File: src/rtl/step_ctrl.sv
// Turns the slow divided clock or a debounced step button into single-cycle CPU
// enable pulses in the clk domain, and counts the pulses issued.
module step_ctrl #(
    parameter logic [19:0] DEBOUNCE_CNT = 20'd1000000
) (
    input  logic        clk,
    input  logic        rst_n,
    input  logic        tick_in,
    input  logic        btn_step,
    input  logic        run_mode,
    output logic        cpu_en,
    output logic [15:0] step_cnt
);

    localparam logic [19:0] DC_LOAD = DEBOUNCE_CNT - 20'd1;

    typedef enum logic [1:0] {
        S_IDLE  = 2'd0,
        S_PRESS = 2'd1,
        S_HELD  = 2'd2,
        S_REL   = 2'd3
    } state_t;

    state_t      state, state_nxt;
    logic [19:0] dcnt, dcnt_nxt;
    logic        step_req;

    logic tick_s1, tick_s, tick_d;
    logic btn_s1, btn_s;
    logic mode_s1, mode_s;
    logic tick_rise;

    // Two-flop synchronisers; tick_d gives the previous synchronised tick level
    always_ff @(posedge clk or negedge rst_n) begin
        if (!rst_n) begin
            tick_s1 <= 1'b0;
            tick_s  <= 1'b0;
            tick_d  <= 1'b0;
            btn_s1  <= 1'b0;
            btn_s   <= 1'b0;
            mode_s1 <= 1'b0;
            mode_s  <= 1'b0;
        end else begin
            tick_s1 <= tick_in;
            tick_s  <= tick_s1;
            tick_d  <= tick_s;
            btn_s1  <= btn_step;
            btn_s   <= btn_s1;
            mode_s1 <= run_mode;
            mode_s  <= mode_s1;
        end
    end

    assign tick_rise = tick_s & ~tick_d;

    always_ff @(posedge clk or negedge rst_n) begin
        if (!rst_n) begin
            state <= S_IDLE;
            dcnt  <= 20'd0;
        end else begin
            state <= state_nxt;
            dcnt  <= dcnt_nxt;
        end
    end

    // Debounce: a press fires once after a stable-high window, and the
    // button must then be stably low for a full window before it re-arms.
    always_comb begin
        state_nxt = state;
        dcnt_nxt  = dcnt;
        step_req  = 1'b0;
        case (state)
            S_IDLE: begin
                if (btn_s) begin
                    dcnt_nxt  = DC_LOAD;
                    state_nxt = S_PRESS;
                end
            end
            S_PRESS: begin
                if (!btn_s) begin
                    state_nxt = S_IDLE;
                end else if (dcnt == 20'd0) begin
                    state_nxt = S_HELD;
                    step_req  = 1'b1;
                end else begin
                    dcnt_nxt = dcnt - 20'd1;
                end
            end
            S_HELD: begin
                if (!btn_s) begin
                    dcnt_nxt  = DC_LOAD;
                    state_nxt = S_REL;
                end
            end
            S_REL: begin
                if (btn_s) begin
                    state_nxt = S_HELD;
                end else if (dcnt == 20'd0) begin
                    state_nxt = S_IDLE;
                end else begin
                    dcnt_nxt = dcnt - 20'd1;
                end
            end
            default: state_nxt = S_IDLE;
        endcase
    end

    // Unselected source is simply dropped, so pulses never queue up
    always_ff @(posedge clk or negedge rst_n) begin
        if (!rst_n) begin
            cpu_en   <= 1'b0;
            step_cnt <= 16'd0;
        end else begin
            cpu_en <= mode_s ? tick_rise : step_req;
            if (cpu_en)
                step_cnt <= step_cnt + 16'd1;
        end
    end

endmodule
File: config.mk
export PLATFORM = sky130hd
export DESIGN_NAME = step_ctrl
export DESIGN_NICKNAME = d
export VERILOG_FILES = /design/src/rtl/step_ctrl.sv
export SDC_FILE = /design/constraint.sdc
export NUM_CORES = 1
export LEC_CHECK = 0
export ABC_AREA = 1
export BUFFER_PORTS_ARGS = -buffer_cell sky130_fd_sc_hd__buf_2
export CORE_MARGIN = 2
export CORE_UTILIZATION = 50
export DETAILED_ROUTE_END_ITERATION = 10
export PLACE_DENSITY_LB_ADDON = 0.08
export SETUP_SLACK_MARGIN = 0.05
export SYNTH_ARGS = -nofsm -noshare
export SYNTH_HDL_FRONTEND = slang
export SYNTH_SLANG_ARGS = --single-unit
File: constraint.sdc
create_clock -name clk -period 1.84 [get_ports clk]
set_clock_uncertainty 0.1 [all_clocks]
set_input_delay 0.368 -clock clk [delete_from_list [all_inputs] [get_ports clk]]
set_output_delay 0.368 -clock clk [all_outputs]
set_load 0.05 [all_outputs]
==> results.md <==
- CTS tree: built
- Final Critical Period: 1620 ps
- Die ar.: 5580 sq um
- NumNets Final: 366
- Fin. max-slew vios: 0
- Initial Utilization: 52.3%
- Cts bufs inserted: 5
- First-pass GRT wire length: 8.58 mm
- Post-Synth XOR/XNOR Area: 5.95%
- Worst Path Arrival: 1750 ps
- Core footprint: 4790 sq um
- Fmax: 0.618 GHz
- Startpoint types: flip-flop
- Yosys cell types: 27
- Site row count: 25
- Largest family of logic cells by synthesized area: simple AND/OR/NAND/NOR gates
- Unrepaired setup endpoints after global routing: no
- Syn_nets: 337
- Setup TNS Final: 0 ps
- Largest net degree at the start of global routing: 22
- CP Capture Type: flip-flop
- Max transition margin: 69.6%
- Post-Syn Instances: 329
- Period utilisation layout: 87.9%
- Synth Register Bits: 46
- Number of detailed-route iterations in the first pass: 4
- Worst-margin pin slew: 455 ps
- GPL Wtd Cong: 0.905
- Wirelength per Cell: 11.5 um
- WP data required: 1970 ps
- # Max-Cap Violations: 0
- Htree depth: 2
- Multiplexer area fraction after synthesis: 0%
- Avg Synthesized Cell Area: 7.60 sq um
- Final setup viols: 0
- Num ports: 22
- Vias in the first global route: 1850
- Worst VDD drop: 850 uV
- Die height: 74.7 um
- CTS sink cnt: 46
- Vias: 2067
- Via-to-Cell Ratio: 4.85
- Number of flops mapped to enable cells by yosys: 0
- Post-Synth Adder-Cell Area: 1.50%
- Clock latency on the worst-skew pair: 300 ps
- Clk buf depth: 2
- Antenna diodes: 0
- Clk Tree Root Cell: clkbuf_8
- Register area share after synthesis: 46.0%
- Die W: 74.7 um
- Ys flop type: dfrtp_1
- Design Power: 2380 uW
- Total wire length: 4.90 mm
- Clk slew on worst S/H paths: 90 ps
- Setup CP Type: reg2reg
- Yosys warnings: 0
- Hold Path Cell Cnt: 1
- Post-synthesis compound-gate area fraction: 3.00%
- Run status: finished, final reports clean
- Overflow after GRT: 0
- Post-Synth Simple-Gate Area: 36.5%
- DRT antenna net count: 0
- All-layer global routing usage: 20.4%
- Netlist Area Pre-Place: 2500 sq um
- Hold WC Path Type: in2reg
- Post-CTS Setup Bufs: 0
- Final number of hold-violating endpoints: 0
- Static leakage: 0.00141 uW
- PD cells: 844 nW/um^2
- Syn-to-layout area delta: 12.6%
- Port Buffer Count: 21
- Crit path max fanout: 12
- DRC violation count after routing: 0
- Drt initial violations: 139
- R2r worst-path depth: 8
- Dpl hpwl: 3.61 mm
- Layout cells sized above 1: 16.2%
- Share of flip-flops with an asynchronous set or reset: 100%
- Initial antenna violation count: 0
[path summary, 6_finish.rpt]
kind,from,endpoint,slack (ps)
max in group asynchronous,rst_n,dcnt[0],600
min in group asynchronous,rst_n,step_cnt[10],430
hold reg to reg,mode_s1,mode_s,250
setup / recovery,dcnt[14],dcnt[5],220
hold / removal,btn_step,btn_s1,60
setup reg to reg,dcnt[14],dcnt[5],220
[cell usage after synthesis (2+ instances only)]
library cell / number / share of area (%)
xnor2_1: 3 / 1.1
nor3_1: 5 / 1.0
dfrtp_1: 46 / 46
ha_1: 3 / 1.5
nand4_1: 9 / 2.3
nand3b_1: 4 / 1.2
buf_6: 4 / 1.8
nor2_1: 46 / 6.9
nor2_2: 2 / 0.50
or2_2: 2 / 0.50
nand3_1: 25 / 5.0
inv_1: 29 / 4.4
nand2_2: 2 / 0.50
nand2_1: 110 / 17
xor2_1: 14 / 4.9
inv_2: 2 / 0.30
o21ai_0: 13 / 2.6
[worst max-delay path, stage by stage, from the launching register on]
cell and delay (ps):
dfrtp_1 440, nor2_1 160, nand2_1 110, nor3b_2 230, nand2_2 120, nand2_4 90, buf_4 180, nand2_1 60
o21ai_0 70
[layout by cell type (no fill, tap or decap), types with 5 or more instances in the layout]
master,count
nand2_1,109
dfrtp_1,44
nor2_1,41
inv_1,28
nand3_1,25
buf_2,21
xor2_1,14
o21ai_0,13
nand4_1,9
buf_4,6
nor2_2,5
nor3_1,5
clkbuf_8,5
[registers in the layout, summed over array words and instances, names as in the netlist, named ones only]
register	count
mode_s1	1
cpu_en	1
mode_s	1
step_cnt	16
state	1
btn_s1	1
tick_s1	1
tick_s	1
btn_s	1
tick_d	1
dcnt	20
[logic make-up (layout without fill, tap and decap cells)]
| group | after synthesis | count (layout) |
|---|---|---|
| simple gates | 210 | 210 |
| flops | 46 | 46 |
| buf+inv | 38 | 68 |
| xor+xnor | 17 | 17 |
| compound gates | 15 | 15 |
| fa+ha+maj | 3 | 3 |
[report_power, final]
group | switching (uW) | internal (uW)
combinational | 379 | 153
clock | 365 | 267
sequential | 112 | 1100
total | 855 | 1520
[per-stage QoR]
| stage | util (%) | std cells | area [sq um] | worst slack, ps | hold slack, ps |
|---|---|---|---|---|---|
| after global routing | 58.8 | 426 | 2820 | 59.5 | 49.2 |
| after floorplan | - | 329 | 2500 | 98.2 | -27.6 |
| after CTS | 58.2 | 426 | 2790 | 79.7 | 53.9 |
| after global placement | 56.1 | 417 | 2690 | 150 | 233 |
| after detailed placement | 56.1 | 417 | 2690 | 74.5 | 236 |
| final | 58.8 | 426 | 2820 | 222 | 64.1 |
[what timing repair did]
action                     CTS  global route
setup endpoints to repair    0            16
gates resized for setup      0            11
hold buffers                 1             0
hold endpoints to repair    19             0
[layer usage]
layer	vias up	track usage (%)	part of all wire [%]
met5	-	0	0
met4	0	5.95	1.3
met3	6	4.42	4.9
li1	1084	-	-
met2	38	30.3	42
met1	939	30.1	51
[cell type report]
type,count,area [sq um]
multi-input cells,245,1200
fillers,472,1970
flip-flops and latches,46,1150
inverters,31,116
well taps,67,83.8
repair buffers,29,171
clock buffers,5,68.8
clock inverters,3,21.3
Note: power is estimated with default switching activity, not from simulation.
